## src/rtl/sram_fifo_prefetch.sv

```systemverilog
// Read-side prefetch stage for a fixed-latency BRAM FIFO: turns pop/empty into a
// registered valid/ready stream and gates pops during post-reset and post-flush recovery.
module sram_fifo_prefetch #(
  parameter int DATA_WIDTH   = 32,
  parameter int BUF_DEPTH    = 2,
  parameter int RD_LATENCY   = 1,
  parameter int INIT_CYCLES  = 16,
  parameter int FLUSH_CYCLES = 2
) (
  input  logic                               clk_i,
  input  logic                               rst_i,
  input  logic                               flush_i,
  input  logic                               fifo_empty_i,
  input  logic [DATA_WIDTH-1:0]              fifo_data_i,
  output logic                               fifo_pop_o,
  output logic                               fifo_flush_o,
  output logic                               valid_o,
  input  logic                               ready_i,
  output logic [DATA_WIDTH-1:0]              data_o,
  output logic [$clog2(BUF_DEPTH+1)-1:0]     occupancy_o
);

  localparam int OCC_W   = $clog2(BUF_DEPTH + 1);
  localparam int PTR_W   = (BUF_DEPTH > 1) ? $clog2(BUF_DEPTH) : 1;
  localparam int SUM_W   = $clog2(BUF_DEPTH + RD_LATENCY + 1) + 1;
  localparam int CNT_MAX = (INIT_CYCLES > FLUSH_CYCLES) ? INIT_CYCLES : FLUSH_CYCLES;
  localparam int CNT_W   = (CNT_MAX > 0) ? $clog2(CNT_MAX + 1) : 1;

  typedef enum logic [1:0] {INIT, RUN, FLUSH} state_t;

  state_t                  state, state_nxt;
  logic [CNT_W-1:0]        cnt, cnt_nxt;
  logic [RD_LATENCY-1:0]   pipe;
  logic [OCC_W-1:0]        occ;
  logic [PTR_W-1:0]        rd_ptr, wr_ptr;
  logic [DATA_WIDTH-1:0]   mem [BUF_DEPTH];
  logic [SUM_W-1:0]        inflight, level;
  logic                    enq, deq;

  function automatic logic [PTR_W-1:0] ptr_inc(input logic [PTR_W-1:0] p);
    return (p == PTR_W'(BUF_DEPTH - 1)) ? '0 : p + PTR_W'(1);
  endfunction

  always_ff @(posedge clk_i) begin
    if (rst_i) begin
      state <= INIT;
      cnt   <= CNT_W'(INIT_CYCLES);
    end else begin
      state <= state_nxt;
      cnt   <= cnt_nxt;
    end
  end

  // The transition happens on the edge where the counter reaches zero.
  always_comb begin
    state_nxt = state;
    cnt_nxt   = cnt;
    if (flush_i) begin
      state_nxt = FLUSH;
      cnt_nxt   = CNT_W'(FLUSH_CYCLES);
    end else if (state != RUN) begin
      if (cnt <= CNT_W'(1)) begin
        state_nxt = RUN;
        cnt_nxt   = '0;
      end else begin
        cnt_nxt = cnt - CNT_W'(1);
      end
    end
  end

  always_comb begin
    inflight = '0;
    for (int i = 0; i < RD_LATENCY; i++) inflight = inflight + SUM_W'(pipe[i]);
  end

  assign deq          = valid_o & ready_i;
  assign level        = SUM_W'(occ) + inflight - SUM_W'(deq);
  assign fifo_pop_o   = (state == RUN) & ~flush_i & ~fifo_empty_i & (level < SUM_W'(BUF_DEPTH));
  assign enq          = pipe[RD_LATENCY-1] & ~flush_i;
  assign fifo_flush_o = flush_i;

  always_ff @(posedge clk_i) begin
    if (rst_i || flush_i) begin
      pipe   <= '0;
      occ    <= '0;
      rd_ptr <= '0;
      wr_ptr <= '0;
    end else begin
      pipe <= (pipe << 1) | RD_LATENCY'(fifo_pop_o);
      if (enq) wr_ptr <= ptr_inc(wr_ptr);
      if (deq) rd_ptr <= ptr_inc(rd_ptr);
      case ({enq, deq})
        2'b10:   occ <= occ + OCC_W'(1);
        2'b01:   occ <= occ - OCC_W'(1);
        default: occ <= occ;
      endcase
    end
  end

  always_ff @(posedge clk_i) begin
    if (enq) mem[wr_ptr] <= fifo_data_i;
  end

  // Head is a mux of registers only; forced to zero while empty.
  assign valid_o     = (occ != '0);
  assign data_o      = valid_o ? mem[rd_ptr] : '0;
  assign occupancy_o = occ;

  a_no_full_enq: assert property (@(posedge clk_i) disable iff (rst_i)
    !(enq && (occ == OCC_W'(BUF_DEPTH))));
  a_no_pop_empty: assert property (@(posedge clk_i) disable iff (rst_i)
    !(fifo_pop_o && fifo_empty_i));
  a_stable_hold: assert property (@(posedge clk_i) disable iff (rst_i)
    (valid_o && !ready_i && !flush_i) |=> (valid_o && $stable(data_o)));

endmodule

```

## config.mk

```make
export PLATFORM = sky130hd
export DESIGN_NAME = sram_fifo_prefetch
export DESIGN_NICKNAME = d
export VERILOG_FILES = /design/src/rtl/sram_fifo_prefetch.sv
export SDC_FILE = /design/constraint.sdc
export NUM_CORES = 1
export LEC_CHECK = 0
export ABC_AREA = 1
export CORE_ASPECT_RATIO = 1.2
export CORE_MARGIN = 8
export CORE_UTILIZATION = 32
export CTS_BUF_LIST = sky130_fd_sc_hd__clkbuf_2
export CTS_CLUSTER_DIAMETER = 30
export DETAILED_ROUTE_END_ITERATION = 7
export SKIP_CTS_REPAIR_TIMING = 1
export SLEW_MARGIN = 25
export SYNTH_ARGS = -nofsm -noshare
export SYNTH_HDL_FRONTEND = slang
export SYNTH_SLANG_ARGS = --single-unit
```

## constraint.sdc

```tcl
create_clock -name clk_i -period 2.8 [get_ports clk_i]
set_clock_uncertainty 0.1 [all_clocks]
set_input_delay 0.56 -clock clk_i [delete_from_list [all_inputs] [get_ports clk_i]]
set_output_delay 0.56 -clock clk_i [all_outputs]
set_load 0.02 [all_outputs]
```

# After elaboration in Yosys (flattened, before gate mapping)

Memory sizes are Yosys's and may differ from the RTL's. A register that Yosys moved wholly into a read port is not among the register bits.
Index checks and enable logic that the tools add are counted.

Flip-flop bits (word level): 12
Memory bits (writable): 64
Bits of input ports: 37
Output and inout port bits: 37
Logic and storage cells: 51
Memories: 1

$add $sub $neg: 7
Magnitude comparators: 2
Equal/unequal tests: 4
Multiplexer cells: 14
Bitwise gates (word level): 7
Reduce and logical (&&, ||, !) cells: 8

Memories:

| memory | depth | bits a word | read ports | clocked after Yosys merged registers in | write ports | RTL line | text |
|---|---|---|---|---|---|---|---|
| mem    | 2     | 32          | 1          | 1                                       | 1           | 36       | `logic [DATA_WIDTH-1:0] mem [BUF_DEPTH];` |

Operator list:

| kind                                                  | number |
|---|---|
| 2-to-1 mux 32 bit                                     | 1 |
| 2-to-1 mux 5 bit                                      | 3 |
| nonzero test 2 bit                                    | 4 |
| 2-to-1 mux 1 bit                                      | 6 |
| 2-to-1 mux 2 bit                                      | 3 |
| bitwise AND 1 bit                                     | 5 |
| <= comparator 5 x 1 -> 1 bit, second input constant   | 1 |
| subtractor 5 x 1 -> 5 bit, second input constant      | 1 |
| == test 2 x 1 -> 1 bit, second input constant         | 2 |
| one-hot mux 2 bit (2 select lines)                    | 1 |
| AND reduction 2 bit                                   | 2 |
| adder 2 x 1 -> 3 bit                                  | 1 |
| < comparator 3 x 2 -> 1 bit, second input constant    | 1 |
| subtractor 3 x 1 -> 3 bit                             | 1 |
| adder 1 bit, second input constant                    | 2 |
| adder 2 x 1 -> 2 bit, second input constant           | 1 |
| == test 2 bit, second input constant                  | 1 |
| inequality test 2 x 1 -> 1 bit, second input constant | 1 |
| NOT 1 bit                                             | 2 |
| OR reduction 2 bit                                    | 1 |
| subtractor 2 x 1 -> 2 bit, second input constant      | 1 |
| logical OR 1 bit                                      | 1 |

# Depth between registers and ports, before layout

Gate-level depths: netlist (run 1).

Word-level depth: 5
Mapped depth: 9

# Worst setup path before layout (run 1)

OpenSTA, ideal clock, no wires.

Path type: input to register
From: input flush_i
To: memory mem[1][0] (enable)
Arrival: 2.251 ns
Path slack: 0.026 ns
Stages on the path: 3
Buffers on the path: 0
Cells stage by stage: nor2_1 > inv_1 > nor2_1

Longest elaborated chain between the ends: 4

RTL lines:

| item                                   | RTL line | text |
|---|---|---|
| start: declaration                     | 12       | `input logic flush_i,` |
| NOT 1 bit                              | 79       | `assign enq = pipe[RD_LATENCY-1] & ~flush_i;` |
| bitwise AND 1 bit                      | 79       |  |
| 2-to-1 mux 1 bit                       | 101      | `if (enq) mem[wr_ptr] <= fifo_data_i;` |
| 2-to-1 mux 1 bit (not written as such) | 101      |  |
| end: declaration                       | 36       |  |

Every way passes these cells.

# Worst setup path in the final report (run 1)

From: input ready_i
To: output fifo_pop_o

Longest elaborated chain between the ends: 4

RTL lines:

| item                        | RTL line | text |
|---|---|---|
| start: declaration          | 18       | `input logic ready_i,` |
| bitwise AND 1 bit           | 76       | `assign deq = valid_o & ready_i;` |
| subtractor 3 x 1 -> 3 bit   | 77       | `assign level = SUM_W'(occ) + inflight - SUM_W'(deq);` |
| < comparator 3 x 2 -> 1 bit | 78       | `assign fifo_pop_o = (state == RUN) & ~flush_i & ~fifo_empty_i & (level < SUM_W'(BUF_DEPTH));` |
| bitwise AND 1 bit           | 78       |  |
| end: declaration            | 15       | `output logic fifo_pop_o,` |

Every way passes these cells.

==> run summary, run 1 <==
======================================================================================================
Run status .............................................................................. finished, violations left
Violations in the final reports ......................................................... setup timing
Most common cell after layout, fill and taps aside ......................................      nand2_1
Gp weighted congestion ..................................................................        0.771
Multiplexer share of the synthesized area ...............................................           0%
Overall power ...........................................................................      2.04 mW
Aggregate routed wire length ............................................................      6.86 mm
Total negative slack for setup checks ...................................................      -105 ps
Nature of the critical path startpoint ..................................................    input pin
Number of detailed-route iterations in the first pass ...................................            4
Number of synthesis warnings ............................................................            0
Period utilisation layout ...............................................................         104%
IR Drop Worst-Case VDD ..................................................................     0.223 mV
Detail-routed net length per standard cell ..............................................      14.0 um
Worst hold-check path type ..............................................................   reg -> reg
Remaining Overflow, GRT .................................................................            0
Remaining max-slew budget at the tightest pin ...........................................        80.4%
Boundary pin count ......................................................................           74
First-pass GRT wire length ..............................................................      10.7 mm
Maximum clock insertion buffer count ....................................................            2
Final WS setup ..........................................................................      -105 ps
Final-layout worst hold slack ...........................................................       365 ps
Die area ................................................................................  13,000 um^2
Synth Area in Adders ....................................................................        1.46%
Register-to-register path setup slack ...................................................      1080 ps
Clock transition at the register clock pins on the worst setup and hold paths after CTS .       180 ps
Power Density ...........................................................................  474 nW/um^2
WP data required ........................................................................      2140 ps
Initial Util ............................................................................        32.6%
Fraction of final layout cells sized beyond drive strength 1 ............................        14.5%
Later-pin clock latency in the skew report ..............................................       510 ps
Area fraction in compound gates after synthesis .........................................        7.95%
Worst Hold End ..........................................................................     state[0]
Number of different library cells in the post-synthesis netlist .........................           25
DP Wirelength ...........................................................................      4.60 mm
Hold wc startpoint ......................................................................     state[0]
Synthesized Nets ........................................................................          308
Placement row count .....................................................................           39
Maximum fanout along the worst path .....................................................            2
Htree depth .............................................................................            3
Fraction of the yosys area taken by sequential cells ....................................        70.8%
Final cell area excluding filler cells ..................................................    4310 um^2
Reg2Reg Launch Point ....................................................................         pipe
Largest net degree at the start of global routing .......................................           33
Area of the core region .................................................................    9470 um^2
Vias per std cell .......................................................................         4.46
Final count of hold timing violations ...................................................            0
Capture instance of the worst register-to-register path .................................   mem[0][16]
Number of violations reported at the end of detailed-routing iteration 0 ................           48
Global-route usage over all layers ......................................................        10.7%
Data arrival time of the critical path ..................................................      2250 ps
Via count of the first global-routing pass ..............................................        2,273
Max-capacitance violation count .........................................................            0
Logic depth of the worst register-to-register path ......................................            5
Post-Synth Simple-Gate Area .............................................................        14.8%
Total count of max-transition violations in the final report ............................            0
Average size of a mapped cell ...........................................................    11.5 um^2
Area Overhead vs Synth ..................................................................        39.8%
Synthesized-area fraction occupied by xor and xnor cells ................................       0.568%
Transition time at the pin with the least slew margin ...................................       293 ps
Die width ...............................................................................       106 um
Count of antenna-violating nets left after detailed routing .............................            0
Number of sinks handled by clock tree synthesis .........................................           77
Clk root buf ............................................................................     clkbuf_2
Synthesized netlist cell count ..........................................................          268
Antenna violations before repair ........................................................            1
Total number of nets in the final design ................................................          400
Kind of critical path ...................................................................    in -> out
Number of input and output port buffers inserted ........................................           73
Most used cells in the layout excluding fill and tap cells .............................. nand2_1, edfxtp_1, a21oi_1, clkdlybuf4s50_1, dlymetal6s2s_1
Syn Std Cell Area .......................................................................    3080 um^2
Largest family of logic cells by synthesized area ....................................... simple AND/OR/NAND/NOR gates
Final critical path time including I/O delays and setup .................................      2910 ps
Die Y-Extent ............................................................................       124 um
Setup repair after global routing missed its margin .....................................         true
Critical Path Sink Type .................................................................  output port
Total placed instance area ..............................................................    4050 um^2
CTS tree ................................................................................         done
Fraction of the core area covered by cells at the end of the flow .......................        45.5%
Number of synthesized register bits .....................................................           77
Count of vias placed by the detailed router .............................................        2,179
Clock buffers created by TritonCTS ......................................................            9
Leakage power total .....................................................................      2.12 nW
Final Setup Violations ..................................................................            1
DRC Markers .............................................................................            0
Cell count of the worst hold path .......................................................            2
Top achievable clock speed ..............................................................      344 MHz
======================================================================================================
==> registers in the layout, indices dropped and copies added (netlist names), named ones only <==
name,cells
occupancy_o,2
cnt,5
pipe,1
state,2
wr_ptr,1
rd_ptr,1
mem,64
==> synthesized netlist by cell type <==
library cell,number,area (um^2)
o21ai_0,2,10.0
o21bai_1,1,7.51
inv_2,1,3.75
a31oi_1,1,6.26
inv_1,18,67.6
o21ai_1,1,5.00
buf_2,7,35.0
nor2_1,12,45.0
buf_4,4,30.0
ha_1,2,25.0
nand4_1,4,25.0
a21oi_1,40,200
nand3_1,7,35.0
a211oi_1,1,7.51
xor2_1,2,17.5
nor2_4,2,22.5
nor3_1,1,5.00
fa_1,1,20.0
edfxtp_1,64,1920
nor2_2,1,6.26
dfxtp_1,13,260
or2_2,1,6.26
nand2_2,3,18.8
nand2_1,78,293
a21oi_2,1,8.76
==> cell type report <==
| type | count | area [um^2] |
|---|---|---|
| inverter | 19 | 71.3 |
| clock inverter | 7 | 90.1 |
| tap | 123 | 154 |
| sequential | 77 | 2190 |
| fill | 900 | 5160 |
| timing repair buffer | 92 | 962 |
| clock buffer | 9 | 45.0 |
| antenna | 1 | 2.50 |
| multi-input combinational | 161 | 796 |
==> cells by family (layout without fill, tap and decap cells) <==
family                     count (synthesis)  in the layout
xor gates and xnor gates                   2              2
buffers and inverters                     30            127
adders and majority gates                  3              3
other                                      0              1
DFF                                       77             77
and+or+nand+nor                          109            109
AOI/OAI and AO/OA                         47             47
==> worst max-delay path, cell delays in order <==
cell and delay (ps):
clkdlybuf4s50_1 520, nand2_2 90, nor2_4 120, o21ai_2 70
fa_2 360, or2_4 230, nand4_1 100, nor2_1 60
buf_4 150
==> worst max-delay path by stage <==
stage,from,to,depth (start not counted)
finish,ready_i,fifo_pop_o,9
global route,occupancy_o[1],fifo_pop_o,8
CTS,occupancy_o[1],fifo_pop_o,10
detailed placement,ready_i,fifo_pop_o,10
global placement,ready_i,fifo_pop_o,10
floorplan,flush_i,mem[1][0],3
==> metrics by stage <==
step / worst slack (ps) / cells
finish: -105 / 489
global route: -214 / 489
CTS: -652 / 486
global placement: -517 / 470
floorplan: 26.4 / 268
detailed placement: -556 / 470
==> where the power goes <==
part / internal (mW) / switching (mW) / leakage (nW) / total, mW
sequential: 1.25 / 0.00835 / 0.683 / 1.26
clock: 0.291 / 0.374 / 0.0793 / 0.665
combinational: 0.0704 / 0.0512 / 1.36 / 0.122
total: 1.61 / 0.434 / 2.12 / 2.04
==> routing by layer <==
layer / vias up / GRT usage [%] / routed length (um)
li1: 1100 / - / -
met1: 1022 / 10.5 / 2800
met2: 49 / 19.6 / 3630
met3: 8 / 3.86 / 326
met4: 0 / 5.55 / 103
met5: - / 0 / 0
Note: power is estimated with default switching activity, not from simulation.
==> run 2, diff against run 1 <==
- CELL_PAD_IN_SITES_DETAIL_PLACEMENT: not set -> 0
- CELL_PAD_IN_SITES_GLOBAL_PLACEMENT: not set -> 1
- PLACE_DENSITY_LB_ADDON: not set -> 0.1
==> run 2 against run 1 <==
The flow now finishes without violations; utilization down 0.86 points; via count is 0.50% lower; count of clock-buffer cells in the layout is the same; power hardly changed; register-to-register slack about the same; first-iteration DRC count is 35% higher; sequential power is essentially flat; combinational power barely moved; final cell count shrank 0.82%; worst setup slack improved by 110 ps; critical endpoint unchanged; highest routed layer unchanged.
==> run summary, run 2 (same netlist as run 1, synthesis figures left out) <==
======================================================================================================
Run status .............................................................................. finished clean
Register-to-register path setup slack ...................................................      1070 ps
Antenna violations before repair ........................................................            0
Area Overhead vs Synth ..................................................................        37.2%
DP Wirelength ...........................................................................      4.77 mm
Later-pin clock latency in the skew report ..............................................       470 ps
Reg2Reg Launch Point ....................................................................         pipe
Vias per std cell .......................................................................         4.47
Largest net degree at the start of global routing .......................................           33
Final WS setup ..........................................................................      7.02 ps
Hold wc startpoint ......................................................................       rd_ptr
Remaining Overflow, GRT .................................................................            0
Number of violations reported at the end of detailed-routing iteration 0 ................           65
Total negative slack for setup checks ...................................................         0 ps
CTS tree ................................................................................         done
Cell total after placement ..............................................................          469
Clk root buf ............................................................................     clkbuf_2
Gp weighted congestion ..................................................................        0.766
Count of antenna-violating nets left after detailed routing .............................            0
Clock buffers created by TritonCTS ......................................................            9
Maximum fanout along the worst path .....................................................            4
DRC Markers .............................................................................            0
Number of detailed-route iterations in the first pass ...................................            4
Logic depth of the worst register-to-register path ......................................            5
Clock transition at the register clock pins on the worst setup and hold paths after CTS .       190 ps
Max-capacitance violation count .........................................................            0
Critical Path Sink Type .................................................................  output port
Final Setup Violations ..................................................................            0
Fraction of the core area covered by cells at the end of the flow .......................        44.7%
Detail-routed net length per standard cell ..............................................      14.6 um
Flip-flop count of the largest register, all copies and words added .....................           64
Most common cell after layout, fill and taps aside ......................................      nand2_1
Initial Util ............................................................................        32.6%
Top achievable clock speed ..............................................................      358 MHz
Data arrival time of the critical path ..................................................      2130 ps
Die Y-Extent ............................................................................       124 um
Maximum clock insertion buffer count ....................................................            2
Number of sinks handled by clock tree synthesis .........................................           77
Most used cells in the layout excluding fill and tap cells .............................. nand2_1, clkdlybuf4s50_1, edfxtp_1, a21oi_1, inv_1
WP data required ........................................................................      2140 ps
Htree depth .............................................................................            3
Die area ................................................................................  13,000 um^2
Largest registers ranked by flip-flop count ............................................. mem: 64 flops, cnt: 5 flops
Area of the core region .................................................................    9470 um^2
Antenna cells ...........................................................................            0
Overall power ...........................................................................      2.04 mW
Final critical path time including I/O delays and setup .................................      2790 ps
Total of fill cells in the finished design ..............................................          902
Period utilisation layout ...............................................................        99.7%
Leakage power total .....................................................................      1.57 nW
Setup repair after global routing missed its margin .....................................         true
Cell count of the worst hold path .......................................................            1
Non-filler cells, final .................................................................          485
Final count of hold timing violations ...................................................            0
Kind of critical path ...................................................................   reg -> out
Global-route usage over all layers ......................................................        11.3%
Total count of max-transition violations in the final report ............................            0
Largest register by flop count ..........................................................          mem
First-pass GRT wire length ..............................................................      11.3 mm
IR Drop Worst-Case VDD ..................................................................     0.203 mV
Worst setup timing slack at the placement stage .........................................      -545 ps
Aggregate routed wire length ............................................................      7.06 mm
Capture instance of the worst register-to-register path .................................   mem[1][26]
Total number of nets in the final design ................................................          398
Number of input and output port buffers inserted ........................................           73
Fraction of final layout cells sized beyond drive strength 1 ............................        14.1%
Power Density ...........................................................................  483 nW/um^2
Boundary pin count ......................................................................           74
Die width ...............................................................................       106 um
Nature of the critical path startpoint ..................................................         flop
Placement row count .....................................................................           39
Transition time at the pin with the least slew margin ...................................       394 ps
Count of vias placed by the detailed router .............................................        2,168
Via count of the first global-routing pass ..............................................        2,230
Remaining max-slew budget at the tightest pin ...........................................        73.8%
Worst hold-check path type ..............................................................   reg -> reg
======================================================================================================
## run 2: changes by cell type in the layout (fill, tap and decap cells not counted)
cell / before / now
clkdlybuf4s50_1: 40 / 69
inv_2: 3 / 2
nand2_4: 0 / 2
diode_2: 1 / 0
clkinv_1: 1 / 0
nand2_2: 3 / 1
inv_6: 0 / 1
clkinv_4: 1 / 0
buf_4: 17 / 15
inv_4: 0 / 1
dlymetal6s2s_1: 32 / 3
## run 2: power breakdown
group          total, mW  switching (mW)  internal [mW]  leakage (nW)
sequential          1.26         0.00841           1.25         0.683
clock              0.665           0.374          0.291        0.0781
combinational      0.122          0.0527         0.0696         0.807
## run 2: stage by stage
stage / hold slack [ps] / area [um^2]
3_5_place_dp: 346 / 4040
6_report: 352 / 4230
4_1_cts: 333 / 4170
5_1_grt: 336 / 4230
3_3_place_gp: 336 / 4040
2_1_floorplan: 325 / 3080
## run 2: area by class of cell
cell class	instances	area [um^2]	share of cell area, %
clock buffer	9	45.0	1.07
inverter	19	73.8	1.75
multi-input combinational	161	806	19.1
clock inverter	6	86.3	2.04
tap	123	154	3.64
sequential	77	2190	51.8
timing repair buffer	90	875	20.7
## run 2: per-layer routing
metal  track usage [%]  vias to the layer above  routed length [um]
met5                 0                        -                   0
met4              5.37                        0                 133
met3              4.07                       11                 421
met2              19.3                       56                3610
met1              12.4                     1007                2900
li1                  -                     1094                   -
## run 2: critical path, stage by stage (launching register included)
cell     delay, ps
dfxtp_4        410
inv_4           70
nand2_4         50
nand2_4         60
nor2_4          40
buf_6          110
fa_2           370
or2_4          230
nand4_1        100
nor2_1          60
buf_4          150
## run 2: worst max-delay path by stage
stage | cells past startpoint | startpoint | to | slack [ps]
after floorplan | 3 | flush_i | mem[1][0] | 30
after global placement | 10 | ready_i | fifo_pop_o | -520
after detailed placement | 10 | ready_i | fifo_pop_o | -550
after CTS | 10 | occupancy_o[0] | fifo_pop_o | -660
after global routing | 8 | occupancy_o[0] | fifo_pop_o | -190
final | 10 | occupancy_o[0] | fifo_pop_o | 7
==> run 3, diff against run 2 <==
- CORE_ASPECT_RATIO: 1.2 -> 1.25
- SKIP_LAST_GASP: not set -> 1
- clock period: 2.8 -> 2.86 ns (I/O delays scaled with it)
==> run 3 against run 2 <==
Sequential share of layout area is 0.65 points higher; via count down 0.14%; largest cell class unchanged; register-to-register slack better by 30 ps.
==> run summary, run 3 (same netlist as run 1, synthesis figures left out) <==
======================================================================================================
Most common cell after layout, fill and taps aside ......................................      nand2_1
Worst hold-check path type ..............................................................   reg -> reg
Worst-path cell chain ................................................................... nor2_4, nor2_4, nor2_1, o21ai_2, fa_2, or2_4, nand4_1, nor2_1, buf_4
Register-to-register path setup slack ...................................................      1100 ps
Detail-routed net length per standard cell ..............................................      14.3 um
Total of fill cells in the finished design ..............................................          926
Initial Util ............................................................................        32.4%
Count of antenna-violating nets left after detailed routing .............................            0
Number of input and output port buffers inserted ........................................           73
Transition time at the pin with the least slew margin ...................................       393 ps
Count of vias placed by the detailed router .............................................        2,165
Gp weighted congestion ..................................................................        0.775
FF/Latch Area ...........................................................................    2190 um^2
IR Drop Worst-Case VDD ..................................................................     0.182 mV
Most used cells in the layout excluding fill and tap cells .............................. nand2_1, clkdlybuf4s50_1, edfxtp_1, a21oi_1
Final-layout worst hold slack ...........................................................       363 ps
Highest-delay cell along the critical path ..............................................      dfxtp_4
Largest register by flop count ..........................................................          mem
Remaining Overflow, GRT .................................................................            0
Run status .............................................................................. finished clean
Later-pin clock latency in the skew report ..............................................       490 ps
WP data required ........................................................................      2190 ps
First-pass GRT wire length ..............................................................      11.2 mm
Clk root buf ............................................................................     clkbuf_2
DRC Markers .............................................................................            0
CTS tree ................................................................................         done
Placement row count .....................................................................           40
Combined area of the multi-input logic cells ............................................     798 um^2
Kind of critical path ...................................................................   reg -> out
Period utilisation layout ...............................................................        99.6%
Fraction of final layout cells sized beyond drive strength 1 ............................        13.8%
Depth of the critical timing path with buffers and inverters included ...................            9
Antenna cells ...........................................................................            0
Fraction of the core area covered by cells at the end of the flow .......................        43.9%
Total count of max-transition violations in the final report ............................            0
Aggregate routed wire length ............................................................      7.00 mm
Number of sinks handled by clock tree synthesis .........................................           77
Final critical path time including I/O delays and setup .................................      2850 ps
Maximum fanout along the worst path .....................................................            3
Maximum clock insertion buffer count ....................................................            2
DP Wirelength ...........................................................................      4.58 mm
Die Y-Extent ............................................................................       126 um
Family with the most delay on the worst path ............................................ simple AND/OR/NAND/NOR gates
Flip-flop count of the largest register, all copies and words added .....................           64
Critical Path Source .................................................................... occupancy_o[1]
Critical path's largest stage delay .....................................................       400 ps
Max-capacitance violation count .........................................................            0
Area of the core region .................................................................    9510 um^2
Vias per std cell .......................................................................         4.43
Total number of nets in the final design ................................................          399
Capture instance of the worst register-to-register path .................................    mem[0][0]
Global-route usage over all layers ......................................................        11.0%
Htree depth .............................................................................            3
Top achievable clock speed ..............................................................      351 MHz
Clock transition at the register clock pins on the worst setup and hold paths after CTS .       190 ps
Area Overhead vs Synth ..................................................................        35.5%
End point of the critical path ..........................................................   fifo_pop_o
Nature of the critical path startpoint ..................................................         flop
Final count of hold timing violations ...................................................            0
Data arrival time of the critical path ..................................................      2180 ps
Power Density ...........................................................................  431 nW/um^2
Buf+Inv Stages, Crit Path ...............................................................            1
Logic depth of the worst register-to-register path ......................................            5
Largest net degree at the start of global routing .......................................           34
Boundary pin count ......................................................................           74
Via count of the first global-routing pass ..............................................        2,228
Clock buffers created by TritonCTS ......................................................            9
Remaining max-slew budget at the tightest pin ...........................................        73.8%
Number of detailed-route iterations in the first pass ...................................            4
Leakage power total .....................................................................      1.52 nW
Number of violations reported at the end of detailed-routing iteration 0 ................           76
Die area ................................................................................  13,100 um^2
Setup repair after global routing missed its margin .....................................         true
Die width ...............................................................................       104 um
Antenna violations before repair ........................................................            0
Critical Path Sink Type .................................................................  output port
Final Setup Violations ..................................................................            0
Largest registers ranked by flip-flop count ............................................. mem: 64 flops, cnt: 5 flops
Reg2Reg Launch Point ....................................................................         pipe
======================================================================================================
==> run 3: worst min path at each step <==
stage / start / endpoint / slack, ps / cells past startpoint
2_1_floorplan: rd_ptr / flop / 330 / 1
3_3_place_gp: rd_ptr / rd_ptr / 340 / 1
3_5_place_dp: rd_ptr / rd_ptr / 340 / 1
4_1_cts: rd_ptr / rd_ptr / 370 / 1
5_1_grt: ready_i / occupancy_o[1] / 370 / 4
6_report: rd_ptr / rd_ptr / 360 / 1
==> run 3: metal layers <==
metal,vias up,GRT usage [%],routed length [um]
met1,1019,11.9,2960
met3,10,2.60,256
met4,0,6.66,142
met5,-,0,0
met2,42,19.0,3640
li1,1094,-,-
==> run 3: cell type report <==
type	instances	area share [%]
flip-flops and latches	77	52.4
repair buffers	91	21.2
multi-input cells	161	19.1
well taps	126	3.77
inverters	19	1.71
clock buffers	12	1.44
clock inverters	3	0.330
==> run 3: power breakdown <==
part	switching (mW)	total, mW	internal (mW)
clock	0.335	0.451	0.116
sequential	0.00839	1.23	1.22
combinational	0.0513	0.120	0.0682
total	0.395	1.80	1.40
==> run 3: metrics by stage <==
step	instance area [um^2]	std cells	worst slack (ps)	total power, mW	setup TNS, ps
after floorplan	3080	268	74.4	1.30	0
final	4180	489	12.0	1.80	0
after global routing	4180	489	-133	1.89	-563
after detailed placement	4050	471	-523	1.38	-523
after global placement	4050	471	-486	1.37	-486
after CTS	4120	486	-590	1.84	-670
==> run 3: worst register-to-register path, cell delays in order, from the launching register on <==
cell and delay [ps]:
dfxtp_1 410, inv_1 90, nor2_1 240, inv_1 200
nor2_4 120, buf_4 270
